$ cat config.mk
export PLATFORM = sky130hd
export DESIGN_NAME = uart_rx_param
export DESIGN_NICKNAME = d
export VERILOG_FILES = /design/src/rtl/uart_rx_param.sv
export SDC_FILE = /design/constraint.sdc
export NUM_CORES = 1
export LEC_CHECK = 0
export ABC_AREA = 1
export BUFFER_PORTS_ARGS = -buffer_cell sky130_fd_sc_hd__buf_4
export CORE_ASPECT_RATIO = 1.4
export CORE_MARGIN = 2
export CORE_UTILIZATION = 60
export DETAILED_ROUTE_END_ITERATION = 6
export PLACE_DENSITY = 0.91
export SYNTH_ARGS = -nofsm -noshare
export SYNTH_HDL_FRONTEND = slang
export SYNTH_SLANG_ARGS = --single-unit
$ cat constraint.sdc
create_clock -name clk -period 4.25 [get_ports clk]
set_input_delay 0.85 -clock clk [delete_from_list [all_inputs] [get_ports clk]]
set_output_delay 0.85 -clock clk [all_outputs]
set_load 0.02 [all_outputs]
$ cat src/rtl/uart_rx_param.sv
// uart_rx_param: parametrised UART receiver with an internal oversampling baud counter.
// Deserialises start/data/parity/stop frames from the rx pin and presents each word on a
// valid/ready handshake together with parity, framing and overrun indications.
// Optional build macro: UART_RX_MAJORITY_EN selects 2-of-3 majority sampling around each
// sample point; the decision is then taken one cycle after the nominal sample point.
module uart_rx_param #(
   parameter int unsigned DATA_BITS    = 8,
   parameter int unsigned CLKS_PER_BIT = 16,
   parameter int unsigned PARITY_EN    = 1,
   parameter int unsigned PARITY_ODD   = 0,
   parameter int unsigned STOP_BITS    = 1
) (
   input  logic                 clk,
   input  logic                 reset,
   input  logic                 rx,
   input  logic                 rx_ready,
   output logic [DATA_BITS-1:0] rx_data,
   output logic                 rx_valid,
   output logic                 parity_err,
   output logic                 frame_err,
   output logic                 overrun,
   output logic                 busy
);

   localparam int unsigned CNT_W = $clog2(CLKS_PER_BIT);
   localparam int unsigned IDX_W = $clog2(DATA_BITS);
   localparam int unsigned MID   = CLKS_PER_BIT / 2;
`ifdef UART_RX_MAJORITY_EN
   localparam int unsigned START_PT = MID + 1;
`else
   localparam int unsigned START_PT = MID;
`endif
   localparam logic [CNT_W-1:0] START_CNT = CNT_W'(START_PT);
   localparam logic [CNT_W-1:0] LAST_CNT  = CNT_W'(CLKS_PER_BIT - 1);
   localparam logic [IDX_W-1:0] LAST_IDX  = IDX_W'(DATA_BITS - 1);
   localparam logic             LAST_STOP = 1'(STOP_BITS - 1);
   localparam logic             ODD       = 1'(PARITY_ODD);

   typedef enum logic [2:0] {
      IDLE   = 3'd0,
      START  = 3'd1,
      DATA   = 3'd2,
      PARITY = 3'd3,
      STOP   = 3'd4
   } state_t;

   state_t               state;
   logic                 rx_meta;
   logic                 rx_s;
   logic [CNT_W-1:0]     cnt;
   logic [IDX_W-1:0]     bit_idx;
   logic                 stop_idx;
   logic [DATA_BITS-1:0] shreg;
   logic                 par_err_r;
   logic                 frm_err_r;
   logic                 wait_high;
   logic                 bit_val;
   logic                 frame_err_next;

   // Two-flop synchroniser for the asynchronous rx pin
   always_ff @(posedge clk or posedge reset) begin
      if (reset) begin
         rx_meta <= 1'b1;
         rx_s    <= 1'b1;
      end else begin
         rx_meta <= rx;
         rx_s    <= rx_meta;
      end
   end

`ifdef UART_RX_MAJORITY_EN
   logic rx_h1;
   logic rx_h2;

   // History of rx_s so the decision cycle sees the samples at -1, 0 and +1
   always_ff @(posedge clk or posedge reset) begin
      if (reset) begin
         rx_h1 <= 1'b1;
         rx_h2 <= 1'b1;
      end else begin
         rx_h1 <= rx_s;
         rx_h2 <= rx_h1;
      end
   end

   assign bit_val = (rx_s & rx_h1) | (rx_s & rx_h2) | (rx_h1 & rx_h2);
`else
   assign bit_val = rx_s;
`endif

   // A low stop sample anywhere in the stop field marks the frame as broken
   assign frame_err_next = frm_err_r | ~bit_val;

   // Receive FSM, baud counter and output handshake
   always_ff @(posedge clk or posedge reset) begin
      if (reset) begin
         state      <= IDLE;
         cnt        <= '0;
         bit_idx    <= '0;
         stop_idx   <= 1'b0;
         shreg      <= '0;
         par_err_r  <= 1'b0;
         frm_err_r  <= 1'b0;
         wait_high  <= 1'b0;
         rx_data    <= '0;
         rx_valid   <= 1'b0;
         parity_err <= 1'b0;
         frame_err  <= 1'b0;
         overrun    <= 1'b0;
         busy       <= 1'b0;
      end else begin
         overrun <= 1'b0;

         // Consumer takes the word; a delivery below in the same cycle overrides this
         if (rx_valid && rx_ready) begin
            rx_valid   <= 1'b0;
            parity_err <= 1'b0;
            frame_err  <= 1'b0;
         end

         case (state)
            IDLE: begin
               if (wait_high) begin
                  if (rx_s) wait_high <= 1'b0;
               end else if (!rx_s) begin
                  state <= START;
                  cnt   <= '0;
                  busy  <= 1'b1;
               end
            end

            START: begin
               if (cnt == START_CNT) begin
                  cnt <= '0;
                  if (bit_val) begin
                     state <= IDLE;
                     busy  <= 1'b0;
                  end else begin
                     state     <= DATA;
                     bit_idx   <= '0;
                     par_err_r <= 1'b0;
                     frm_err_r <= 1'b0;
                  end
               end else begin
                  cnt <= cnt + 1'b1;
               end
            end

            DATA: begin
               if (cnt == LAST_CNT) begin
                  cnt            <= '0;
                  shreg[bit_idx] <= bit_val;
                  if (bit_idx == LAST_IDX) begin
                     state    <= (PARITY_EN != 0) ? PARITY : STOP;
                     stop_idx <= 1'b0;
                  end else begin
                     bit_idx <= bit_idx + 1'b1;
                  end
               end else begin
                  cnt <= cnt + 1'b1;
               end
            end

            PARITY: begin
               if (cnt == LAST_CNT) begin
                  cnt       <= '0;
                  par_err_r <= ((^shreg) ^ bit_val) != ODD;
                  state     <= STOP;
               end else begin
                  cnt <= cnt + 1'b1;
               end
            end

            STOP: begin
               if (cnt == LAST_CNT) begin
                  cnt <= '0;
                  if (stop_idx == LAST_STOP) begin
                     // Deliver without waiting for the end of the stop bit
                     if (!rx_valid || rx_ready) begin
                        rx_data    <= shreg;
                        parity_err <= par_err_r;
                        frame_err  <= frame_err_next;
                        rx_valid   <= 1'b1;
                     end else begin
                        overrun <= 1'b1;
                     end
                     state     <= IDLE;
                     busy      <= 1'b0;
                     wait_high <= frame_err_next;
                  end else begin
                     frm_err_r <= frame_err_next;
                     stop_idx  <= 1'b1;
                  end
               end else begin
                  cnt <= cnt + 1'b1;
               end
            end

            default: begin
               state <= IDLE;
               busy  <= 1'b0;
            end
         endcase
      end
   end

endmodule

==> impl_summary.md <==
Floorplan
The die is 51.14 um wide. The I/O pin count is 17. The height of the die is 70 um.

The initialized floorplan defines 24 standard-cell rows. The die area is 3580 um^2. The floorplan step defined a core boundary enclosing 3033 um^2. The starting utilization of the core area is 61.55%.

Synthesis
The average instance area after synthesis is 8.047 um^2. The Yosys step of the flow raised 0 warnings. By count the netlist is led by 71 x sky130_fd_sc_hd__nand2_1, 34 x sky130_fd_sc_hd__dfrtp_1, 28 x sky130_fd_sc_hd__inv_1. By instance count, the leading cell after synthesis is sky130_fd_sc_hd__nand2_1.

By area the synthesized netlist is led by sky130_fd_sc_hd__dfrtp_1 46%, sky130_fd_sc_hd__nand2_1 14%, sky130_fd_sc_hd__inv_1 5.6%. The number of library cell types mapped by synthesis is 29. The primary flip-flop cell chosen by synthesis mapping is sky130_fd_sc_hd__dfrtp_1. The cell taking the most area after synthesis is sky130_fd_sc_hd__dfrtp_1. The synthesized netlist occupies a cell area of 1867 um^2. The top-area cell type share of the netlist area is 45.58%. The flip-flop and latch count after synthesis is 36. The number of nets handed over by synthesis was 240.

In the synthesized netlist, the number of instances is 232. Counting flops with a built-in enable in the synthesized netlist gives 0. The share of synthesized flip-flops with an asynchronous set or reset is 100.0%. The share of the Yosys chip area taken by registers is 48.39%.

Placement
The HPWL reported at the end of detailed placement is 2.548 mm. At the placement stage, the worst setup path has a slack of 2.385 ns. At the end of routability-driven placement, the weighted congestion stood at 0.8576. Port buffering added 16 buffers. The total instance count after detailed placement is 287. The post-detailed-placement cell area is 2038 um^2.

Global routing
The global-route wire length before repair is 6.189 mm. The number of antenna violations at the first check in global routing is 0. The via count of the first global-routing pass came to 1503. The global route total overflow is 0. The overall routing resource usage is 23.12%. The maximum number of pins on one net before global-route repair is 37.

Routing
The ratio of routed vias to standard cells is 5.248. The detailed-route wire length is 3.506 mm. The average detailed-routed wire length per instance is 11.93 um. The remaining routing DRC violations is 0. In this run the remaining antenna-violating nets after routing total 0.

Across all layers, the routed design uses 1543 vias. The pre-antenna-repair detailed-routing pass consisted of 4 iterations. In this run, the number of DRC markers left after iteration 0 of detailed routing was 52.

STA
At the pin with the least slew margin, the transition time is 0.4407 ns. The clock skew is 0.004762 ns. Setup repair after global routing left no endpoint under its margin. Setup violations remaining at the end of the flow were counted as 0. The minimum hold slack is 0.3561 ns.

The minimum setup slack in the final design is 2.541 ns. The headroom to the max-slew limit is 70.62%. The total negative setup slack is 0 ns. The number of slew-limit violations in the final report is 0. The number of hold violations in the final report came to 0. The top achievable clock speed is 585.1 MHz. The worst path needs 1.709 ns of the cycle, external delays included. The worst path uses 40.22% of the clock period.

Status
The run finished with clean final reports.

Critical path
The number of cells on the worst reg-to-reg path is 5. The element type at the critical path end is a flip-flop. In this run the worst path has a maximum fanout of 18. The setup check on the worst reg-to-reg path leaves a slack of 2.54 ns. The kind of critical path is flip-flop to flip-flop. The arrival time at the worst endpoint is 1.88 ns. The critical path starts at cnt[0]$_DFFE_PP0P_. The data required time of the critical path is 4.42 ns.

The startpoint class of the critical path is a flip-flop. The worst register-to-register path begins at cnt[0]$_DFFE_PP0P_. The worst register-to-register path ends at rx_data[7]$_DFFE_PP0P_.

Cells and area
Fill cells in the final layout number 217. The relative area change from synthesis to final layout is 14.34%. The finished cells cover 2135 um^2.

The post-route core utilization is 70.38%. 0 antenna diodes ended up in the layout. Cells with a size suffix above 1 make up 18.43% of the layout.

Once layout is complete, the cells apart from fillers number 294. The final net count is 263.

Clock tree
The maximum level of the CTS H-tree is 2. The clock reaches the later pin of the worst-skew pair after 0.29 ns. Clock-pin slew was measured on the worst setup and hold paths at 0.07 ns. TritonCTS built the clock tree. The cell at the root of the clock tree is sky130_fd_sc_hd__clkbuf_8. Gates resized during post-CTS repair numbered 0. The total number of clock tree sinks is 36. The number of clock buffers added by TritonCTS is 5. The longest clock path from root to sink contains 2 buffers. The number of buffers inserted to repair setup after CTS is 0. The number of hold buffers added after cts is 0.

Worst hold path
In this run the most critical hold path is launched from rx_meta$_DFF_PP1_. The worst hold path belongs to the class flip-flop to flip-flop. The worst hold path cell count is 0. The capture endpoint of the worst hold path is bit_val$_DFF_PP1_.

Flow run
The tool flagged a number of max-cap violations equal to 0.

Power
The overall power of the completed layout is 948.7 uW. Across the VDD grid, the largest voltage drop is 0.4004 mV. For this design the static power due to leakage is 1.104 nW. The ratio of total power to cell area is 444.4 nW/um^2.
[cell families (layout without fill, tap and decap cells)]
| kind of cell | after synthesis | in the layout | share of synthesized area (%) |
|---|---|---|---|
| AND/OR/NAND/NOR | 117 | 117 | 29.36 |
| AO/OA/AOI/OAI | 37 | 37 | 10.79 |
| flip-flops | 36 | 36 | 48.39 |
| buffers and inverters | 35 | 58 | 7.104 |
| adder cells (fa/ha/maj) | 4 | 4 | 2.681 |
| multiplexers | 2 | 2 | 1.206 |
| XOR/XNOR | 1 | 1 | 0.4693 |
[where the power goes]
group | internal (mW) | switching [mW]
registers | 0.373 | 0.0332
clock network | 0.144 | 0.117
logic | 0.0916 | 0.189
[cell usage in the layout, fill, tap and decap left out, types with 2 or more instances in the layout]
cell                       instances
sky130_fd_sc_hd__o21ai_0          13
sky130_fd_sc_hd__nor2_1           14
sky130_fd_sc_hd__mux2_1            2
sky130_fd_sc_hd__nor3_2            2
sky130_fd_sc_hd__dfrtp_1          34
sky130_fd_sc_hd__nand2_1          71
sky130_fd_sc_hd__nand3_4           2
sky130_fd_sc_hd__nand2_2           6
sky130_fd_sc_hd__a31oi_1           4
sky130_fd_sc_hd__ha_1              4
sky130_fd_sc_hd__clkinv_1          2
sky130_fd_sc_hd__inv_1            28
sky130_fd_sc_hd__clkbuf_8          7
sky130_fd_sc_hd__dfstp_2           2
sky130_fd_sc_hd__nand3_1          12
sky130_fd_sc_hd__buf_4            17
sky130_fd_sc_hd__nor2_4            2
sky130_fd_sc_hd__a21oi_1           6
sky130_fd_sc_hd__nand4_1           2
sky130_fd_sc_hd__o21ai_1          10
sky130_fd_sc_hd__nor2_2            3
sky130_fd_sc_hd__inv_2             4
[layout make-up]
type / instances / area [um^2] / share of cell area [%]
tap: 39 / 48.80 / 2.286
timing repair buffer: 17 / 127.6 / 5.979
inverter: 34 / 127.6 / 5.979
sequential: 36 / 903.4 / 42.32
clock buffer: 7 / 96.34 / 4.513
multi-input combinational: 161 / 830.8 / 38.92
[state kept, by name, summed over array words and instances, names as in the netlist, 3 cells and up]
signal   cells
rx_data      8
shreg        8
cnt          4
bit_idx      3
state        3
[worst max-delay path by stage]
stage	endpoint
after global placement	rx_data[6]$_DFFE_PP0P_
after CTS	rx_data[7]$_DFFE_PP0P_
after global routing	rx_data[7]$_DFFE_PP0P_
final	rx_data[7]$_DFFE_PP0P_
after floorplan	bit_idx[0]$_DFFE_PP0P_
after detailed placement	rx_data[7]$_DFFE_PP0P_
[worst max-delay path: stages, from the launching register on]
cell	delay (ns)
sky130_fd_sc_hd__dfrtp_1	0.41
sky130_fd_sc_hd__ha_1	0.26
sky130_fd_sc_hd__nand3_4	0.17
sky130_fd_sc_hd__clkinv_1	0.16
sky130_fd_sc_hd__nand3_4	0.22
sky130_fd_sc_hd__mux2_1	0.36
[routing by layer]
layer | up-vias | routed length [um] | global-route usage (%)
met4 | 0 | 98 | 12.91
met2 | 40 | 1843 | 39.39
met1 | 711 | 1425 | 24.89
met5 | - | 0 | 0
li1 | 783 | - | -
met3 | 9 | 137 | 6.624
Note: power is estimated with default switching activity, not from simulation.
